[src/rtl/axi_arbiter.sv]
// Fixed-priority arbiter merging icache/dcache/confreg AXI traffic onto one master port.
// One outstanding read and one outstanding write; each channel stays locked to its grantee until done.
module axi_arbiter (
    input  logic        clk,
    input  logic        rst,
    input  logic [31:0] i_araddr,
    input  logic [7:0]  i_arlen,
    input  logic [2:0]  i_arsize,
    input  logic        i_arvalid,
    output logic        i_arready,
    output logic        i_rvalid,
    input  logic        i_rready,
    input  logic [31:0] d_araddr,
    input  logic [7:0]  d_arlen,
    input  logic [2:0]  d_arsize,
    input  logic        d_arvalid,
    output logic        d_arready,
    output logic        d_rvalid,
    input  logic        d_rready,
    input  logic [31:0] c_araddr,
    input  logic [7:0]  c_arlen,
    input  logic [2:0]  c_arsize,
    input  logic        c_arvalid,
    output logic        c_arready,
    output logic        c_rvalid,
    input  logic        c_rready,
    output logic [31:0] src_rdata,
    output logic        src_rlast,
    input  logic [31:0] d_awaddr,
    input  logic [7:0]  d_awlen,
    input  logic [2:0]  d_awsize,
    input  logic        d_awvalid,
    output logic        d_awready,
    input  logic [31:0] d_wdata,
    input  logic [3:0]  d_wstrb,
    input  logic        d_wlast,
    input  logic        d_wvalid,
    output logic        d_wready,
    output logic        d_bvalid,
    input  logic        d_bready,
    input  logic [31:0] c_awaddr,
    input  logic [7:0]  c_awlen,
    input  logic [2:0]  c_awsize,
    input  logic        c_awvalid,
    output logic        c_awready,
    input  logic [31:0] c_wdata,
    input  logic [3:0]  c_wstrb,
    input  logic        c_wlast,
    input  logic        c_wvalid,
    output logic        c_wready,
    output logic        c_bvalid,
    input  logic        c_bready,
    output logic [3:0]  arid,
    output logic [31:0] araddr,
    output logic [7:0]  arlen,
    output logic [2:0]  arsize,
    output logic [1:0]  arburst,
    output logic        arvalid,
    input  logic        arready,
    input  logic [3:0]  rid,
    input  logic [31:0] rdata,
    input  logic [1:0]  rresp,
    input  logic        rlast,
    input  logic        rvalid,
    output logic        rready,
    output logic [3:0]  awid,
    output logic [31:0] awaddr,
    output logic [7:0]  awlen,
    output logic [2:0]  awsize,
    output logic [1:0]  awburst,
    output logic        awvalid,
    input  logic        awready,
    output logic [3:0]  wid,
    output logic [31:0] wdata,
    output logic [3:0]  wstrb,
    output logic        wlast,
    output logic        wvalid,
    input  logic        wready,
    input  logic [3:0]  bid,
    input  logic [1:0]  bresp,
    input  logic        bvalid,
    output logic        bready
);

    typedef enum logic {R_IDLE, R_BUSY} r_state_t;
    typedef enum logic {W_IDLE, W_BUSY} w_state_t;

    r_state_t    r_rstate;
    w_state_t    r_wstate;
    logic [2:0]  r_rgnt;        // {confreg, dcache, icache}
    logic [1:0]  r_wgnt;        // {confreg, dcache}
    logic [31:0] r_awaddr_lat;

    logic [2:0]  w_rwin;
    logic [31:0] w_rwin_addr;
    logic [1:0]  w_wwin;
    logic [31:0] w_wwin_addr;
    logic        w_hazard;
    logic        w_unused_ok;

    always_comb begin
        w_rwin      = 3'b000;
        w_rwin_addr = 32'd0;
        if (c_arvalid) begin
            w_rwin      = 3'b100;
            w_rwin_addr = c_araddr;
        end else if (d_arvalid) begin
            w_rwin      = 3'b010;
            w_rwin_addr = d_araddr;
        end else if (i_arvalid) begin
            w_rwin      = 3'b001;
            w_rwin_addr = i_araddr;
        end
        w_wwin      = 2'b00;
        w_wwin_addr = 32'd0;
        if (c_awvalid) begin
            w_wwin      = 2'b10;
            w_wwin_addr = c_awaddr;
        end else if (d_awvalid) begin
            w_wwin      = 2'b01;
            w_wwin_addr = d_awaddr;
        end
        // A read may not overtake a write to the same 32-byte line, whether in flight or being granted now.
        w_hazard = ((r_wstate == W_BUSY) && (w_rwin_addr[31:5] == r_awaddr_lat[31:5])) ||
                   ((r_wstate == W_IDLE) && (|w_wwin) && (w_rwin_addr[31:5] == w_wwin_addr[31:5]));
    end

    always_ff @(posedge clk or negedge rst) begin
        if (!rst) begin
            r_rstate <= R_IDLE;
            r_rgnt   <= 3'b000;
        end else begin
            case (r_rstate)
                R_IDLE: if (|w_rwin && !w_hazard) begin
                    r_rgnt   <= w_rwin;
                    r_rstate <= R_BUSY;
                end
                R_BUSY: if (rvalid && rready && rlast) begin
                    r_rgnt   <= 3'b000;
                    r_rstate <= R_IDLE;
                end
                default: r_rstate <= R_IDLE;
            endcase
        end
    end

    always_ff @(posedge clk or negedge rst) begin
        if (!rst) begin
            r_wstate     <= W_IDLE;
            r_wgnt       <= 2'b00;
            r_awaddr_lat <= 32'd0;
        end else begin
            case (r_wstate)
                W_IDLE: if (|w_wwin) begin
                    r_wgnt       <= w_wwin;
                    r_awaddr_lat <= w_wwin_addr;
                    r_wstate     <= W_BUSY;
                end
                W_BUSY: if (bvalid && bready) begin
                    r_wgnt   <= 2'b00;
                    r_wstate <= W_IDLE;
                end
                default: r_wstate <= W_IDLE;
            endcase
        end
    end

    assign arid    = r_rgnt[2] ? 4'd2 : (r_rgnt[1] ? 4'd1 : 4'd0);
    assign araddr  = ({32{r_rgnt[0]}} & i_araddr) | ({32{r_rgnt[1]}} & d_araddr) | ({32{r_rgnt[2]}} & c_araddr);
    assign arlen   = ({8{r_rgnt[0]}} & i_arlen) | ({8{r_rgnt[1]}} & d_arlen) | ({8{r_rgnt[2]}} & c_arlen);
    assign arsize  = ({3{r_rgnt[0]}} & i_arsize) | ({3{r_rgnt[1]}} & d_arsize) | ({3{r_rgnt[2]}} & c_arsize);
    assign arburst = 2'b01;
    assign arvalid = |(r_rgnt & {c_arvalid, d_arvalid, i_arvalid});
    assign rready  = |(r_rgnt & {c_rready, d_rready, i_rready});

    assign i_arready = r_rgnt[0] & arready;
    assign d_arready = r_rgnt[1] & arready;
    assign c_arready = r_rgnt[2] & arready;
    assign i_rvalid  = r_rgnt[0] & rvalid;
    assign d_rvalid  = r_rgnt[1] & rvalid;
    assign c_rvalid  = r_rgnt[2] & rvalid;
    assign src_rdata = rdata;
    assign src_rlast = rlast;

    assign awid    = 4'd0;
    assign wid     = 4'd0;
    assign awburst = 2'b01;
    assign awaddr  = ({32{r_wgnt[0]}} & d_awaddr) | ({32{r_wgnt[1]}} & c_awaddr);
    assign awlen   = ({8{r_wgnt[0]}} & d_awlen) | ({8{r_wgnt[1]}} & c_awlen);
    assign awsize  = ({3{r_wgnt[0]}} & d_awsize) | ({3{r_wgnt[1]}} & c_awsize);
    assign awvalid = |(r_wgnt & {c_awvalid, d_awvalid});
    assign wdata   = ({32{r_wgnt[0]}} & d_wdata) | ({32{r_wgnt[1]}} & c_wdata);
    assign wstrb   = ({4{r_wgnt[0]}} & d_wstrb) | ({4{r_wgnt[1]}} & c_wstrb);
    assign wlast   = |(r_wgnt & {c_wlast, d_wlast});
    assign wvalid  = |(r_wgnt & {c_wvalid, d_wvalid});
    assign bready  = |(r_wgnt & {c_bready, d_bready});

    assign d_awready = r_wgnt[0] & awready;
    assign c_awready = r_wgnt[1] & awready;
    assign d_wready  = r_wgnt[0] & wready;
    assign c_wready  = r_wgnt[1] & wready;
    assign d_bvalid  = r_wgnt[0] & bvalid;
    assign c_bvalid  = r_wgnt[1] & bvalid;

    // IDs and responses from the interconnect carry no information for a single-outstanding arbiter.
    assign w_unused_ok = ^{rid, rresp, bid, bresp};

endmodule

[config.mk]
export PLATFORM = sky130hd
export DESIGN_NAME = axi_arbiter
export DESIGN_NICKNAME = d
export VERILOG_FILES = /design/src/rtl/axi_arbiter.sv
export SDC_FILE = /design/constraint.sdc
export NUM_CORES = 1
export LEC_CHECK = 0
export ABC_AREA = 0
export BUFFER_PORTS_ARGS = -buffer_cell sky130_fd_sc_hd__buf_2
export CAP_MARGIN = 20
export CORE_AREA = 8 8 207 209
export CTS_CLUSTER_SIZE = 20
export DETAILED_ROUTE_END_ITERATION = 10
export DIE_AREA = 0 0 215 217
export GPL_ROUTABILITY_DRIVEN = 0
export RECOVER_POWER = 100
export SETUP_SLACK_MARGIN = 0.2
export SYNTH_ARGS = -nofsm -noshare
export SYNTH_HDL_FRONTEND = slang
export SYNTH_SLANG_ARGS = --single-unit
export TNS_END_PERCENT = 20
[constraint.sdc]
create_clock -name clk -period 6 [get_ports clk]
set_input_delay 0 -clock clk [delete_from_list [all_inputs] [get_ports clk]]
set_output_delay 0 -clock clk [all_outputs]
set_load 0.1 [all_outputs]
Yosys cells after proc, flatten, opt, wreduce, memory -nomap -nowiden
Cells that the tools add are included.
{ "totals": {"register_bits": 39, "in_bits": 353, "out_inout_bits": 189, "wordCells": 105} }
{ "op_classes": {"n_eq_ne": 6, "mux": 24, "bitwise_logic": 50, "n_reduce_logical": 20} }
{ "ops": {"columns": ["operator", "n"], "rows": [
  ["$and 32x32->32", 7],
  ["$mux 32", 5],
  ["$or 32x32->32", 4],
  ["$eq 27x27->1", 2],
  ["$and 8x8->8", 5],
  ["$or 8x8->8", 3],
  ["$and 3x3->3", 7],
  ["$and 1x1->1", 12],
  ["$mux 2", 5],
  ["$reduce_or 2->1", 5],
  ["$mux 3", 3],
  ["$or 3x3->3", 3],
  ["$reduce_or 3->1", 3],
  ["$and 2x2->2", 4],
  ["$and 4x4->4", 2],
  ["$logic_and 1x1->1", 7],
  ["$mux 1", 7],
  ["$ne 2x1->1 const B", 3],
  ["$pmux 3 s2", 1],
  ["$reduce_and 2->1", 3],
  ["$or 4x4->4", 1],
  ["$pmux 1 s2", 2],
  ["$pmux 2 s2", 1],
  ["$ne 2x2->1 const B", 1],
  ["other kinds (3)", 4]
]} }

Logic depth before layout (Yosys ltp)
{ "logic_depth": {"depth_word": 10, "depth_mapped": 12, "depth_no_buf": 8} }

Worst setup path before layout
No wires, ideal clock.
{ "synth_path": {"path_type": "register -> output", "from": "register r_rgnt[1]", "to": "output arid[0]", "arrival_ns": 2.292, "required_time_ns": 6.000, "setup_slack_ns": 3.708, "path_stages_with_launch": 4, "path_buffers": 2, "cell_sequence": "dfrtp_1 > clkbuf_1 > clkbuf_1 > nor2b_1"} }
{ "synth_via": {"elab_chain_len": 2} }
{ "synth_lines": {"columns": ["element", "line_no", "source"], "rows": [
  ["from (decl)", "90", "logic [2:0] r_rgnt;"],
  ["from (signal assigned)", "135", "r_rgnt <= w_rwin;"],
  ["$mux 1", "168", "assign arid = r_rgnt[2] ? 4'd2 : (r_rgnt[1] ? 4'd1 : 4'd0);"],
  ["$mux 2", "168", null],
  ["to (decl)", "53", "output logic [3:0] arid,"]
]} }
No other way between the ends.

Final worst setup path
{ "layout_path": {"from": "register r_rgnt[0]", "to": "output araddr[15]"} }
{ "layout_via": {"elab_chain_len": 3} }
{ "layout_lines": {"columns": ["element", "line_no", "source"], "rows": [
  ["$and 32x32->32", "169", "assign araddr = ({32{r_rgnt[0]}} & i_araddr) | ({32{r_rgnt[1]}} & d_araddr) | ({32{r_rgnt[2]}} & c_araddr);"],
  ["$or 32x32->32 (2 in series)", "169", null],
  ["to (decl)", "54", "output logic [31:0] araddr,"]
]} }
No other way between the ends.

==> metrics.cfg <==
[sta]
max_freq_mhz=253.4
hold_violations=0
skew_ns=0.003528
fin_crit_sh_pct=65.77
tns_ns=0
setup_violations=0
slew_headroom_pct=-57.91
min_period_ns=3.946
rsz0062_at_grt=false
setup_ws_ns=2.054
slew_viol_final=227
worst_slew_pin_slew_ns=2.369

[detailed_routing]
first_iter_violations=844
met2_length_mm=21.33
drc=18
maxUsedRoutingLayer=met5
num_vias=8521
finalWirelength_mm=43.06
ant_nets=0
viasPerCell=5.039
drtPass1Iterations=11
wl_met1_mm=16.38
wl_met3_mm=3.977
wire_per_inst_um=25.46

[critical_path]
cpMaxStageDelayCell=clkbuf_1
cp_top_family=buffers and inverters
cp_num_buf_inv=3
slowest_delay_ns=1.68
r2r-start=r_wstate$_DFF_PN0_
worst_setup_path_start_kind=flop
crit_top_cell=clkbuf_1
worst-path-max-fanout=47
r2r_cells=5
r2r_slack_ns=2.62
endpoint_kind=primary output
r2r-end=r_awaddr_lat[15]$_DFFE_PN0P_
path_class=reg -> out
worstPathArrival_ns=3.95
crit_chain=clkbuf_1 > a222oi_1 > inv_1 > clkbuf_1
crit_required_ns=6.00

[min_path]
min_delay_path_depth=0
holdPathEnd=src_rdata[12]
hold_path.startpoint=rdata[12]
hold_class=in -> out

[yosys]
yosys-top-cells-count=88 x a22o_1, 74 x inv_1, 68 x a22oi_1, 55 x clkbuf_1, 51 x buf_4
synth-main-ff-cell=dfrtp_1
ys_seq_area_share_pct=14.13
yosysTopAreaCellShare_pct=14.13
postSynthCellCount=810
synth-edff-count=0
synth_area_leaders=dfrtp_1 14%, a22o_1 13%, a22oi_1 8.5%
ys_ff_latch=34
netlist-cell-type-count=68
netlist_area_um2=6021
ys.warnings.count=0
yosys.cell_count.top_type=a22o_1
avgSynthCellArea_um2=7.433
synthArstFlopShare_pct=100.0
yosys.area.top_type=dfrtp_1

[outcome]
outcome=finished, violations left
violations=DRC, capacitance limit, slew limit

[die]
core_area_um2=39460
die-height_um=217
std_cell_rows=73
io_pins=542
dieArea_um2=46660
die_w_um=215
start_util_pct=15.26

[clocking]
cts_tree=built
cts.repair.resized=0
clkTransAtPathRegs_ns=0.05
clock_latency_ns=0.27
htreeDepth=2
numClockSinks=34
cts_buffers=5
ctsRootBufferMaster=clkbuf_16
clock_path_buffers=2
postCtsSetupRepairBufs=0
holdBufCountCts=2

[grt]
antenna_found_initial=22
grt_pass1_wl_mm=58.46
gr-usage-all-layers_pct=16.88
first_global_vias=8457
grt_max_degree=88
grt_overflow=0

[place]
placedCellCount=1670
place_hpwl_mm=36.51
place.port_buffers=451
placed_area_um2=8274
dp_slack_ns=2.840

[pwr]
max-vdd-ir-drop_mv=0.3690
power_density_nw_per_um2=720.0
leakage_nw=3.772
finalPower_mw=5.958

[run]
drv_cap=5

[layout]
fin_nets=1508
drive_gt1_share_pct=29.41
area_growth_pct=37.45
layout.cells.non_filler=1691
final_cell_area_um2=8275

## worst max-delay path by stage
stage / startpoint / end / slack, ns / cells past startpoint
6_report: r_rgnt[0]$_DFFE_PN0P_ / araddr[15] / 2.05 / 4
5_1_grt: r_rgnt[0]$_DFFE_PN0P_ / araddr[15] / 1.83 / 4
4_1_cts: c_arvalid / r_rgnt[1]$_DFFE_PN0P_ / 3.10 / 9
3_5_place_dp: c_arvalid / r_rgnt[1]$_DFFE_PN0P_ / 2.84 / 9
3_3_place_gp: c_arvalid / r_rgnt[1]$_DFFE_PN0P_ / 2.93 / 9
2_1_floorplan: r_rgnt[1]$_DFFE_PN0P_ / arid[0] / 3.71 / 3
## where the power goes
group	switching, mW	internal [mW]
sequential	0.321	0.337
clock	0.0917	0.154
combinational	4.21	0.841
## worst register-to-register path: stages (launching register included)
cell	delay, ns
dfrtp_1	0.41
clkbuf_1	1.35
nor2b_1	0.59
clkbuf_1	0.50
a22oi_1	0.26
o21ai_0	0.13
## per-stage QoR
stage	util [%]	hold WS, ns
2_1_floorplan	-	-0.2956
3_3_place_gp	20.97	0.0006813
3_5_place_dp	20.97	0.0006813
4_1_cts	21.37	0.0006813
5_1_grt	20.97	0.0001587
6_report	20.97	0.00003859
## layout make-up
cell class	count	area, µm²
antenna	10	25.02
clock buffer	8	136.4
fill	4548	31180
inverter	76	285.3
multi-input combinational	577	4167
sequential	34	853.3
tap	525	656.9
timing repair buffer	461	2152
## state kept, by name, summed over array words and instances, names as in the netlist
register / cells
r_rstate: 1
r_awaddr_lat: 27
r_wgnt: 2
r_wstate: 1
r_rgnt: 3
## kinds of logic after synthesis
logic type	Yosys count	share of synthesized area (%)
multiplexers	2	0.3325
AO/OA/AOI/OAI	365	47.19
buffers and inverters	211	17.46
other	2	0.1247
AND/OR/NAND/NOR	151	14.21
flip-flops	34	14.13
XOR/XNOR	45	6.546
## layout by cell type, fill, tap and decap left out, types with 3 or more instances in the layout
cell type / count
a2111oi_2: 3
a211oi_1: 4
a21oi_1: 45
a221o_1: 6
a221oi_1: 3
a222oi_1: 45
a22o_1: 88
a22oi_1: 68
a2bb2oi_1: 12
a31oi_1: 4
and2_1: 13
and3_1: 4
buf_2: 312
buf_4: 5
clkbuf_1: 145
clkbuf_16: 5
conb_1: 14
dfrtp_1: 32
diode_2: 10
inv_1: 74
nand2_1: 30
nand2b_1: 6
nand3_1: 11
nand3b_1: 20
nand4_1: 5
nand4b_1: 5
nor2_1: 21
nor2b_1: 12
nor3_1: 5
nor4_1: 6
o21ai_0: 41
o22ai_1: 18
xnor2_1: 24
xor2_1: 21
## per-layer routing
| metal | vias up | track usage, % |
|---|---|---|
| met5 | - | 0 |
| met4 | 4 | 6.650 |
| met3 | 70 | 4.327 |
| met2 | 614 | 29.74 |
| met1 | 4075 | 19.40 |
| li1 | 3758 | - |
No activity file was read; power rests on OpenSTA's default activity.
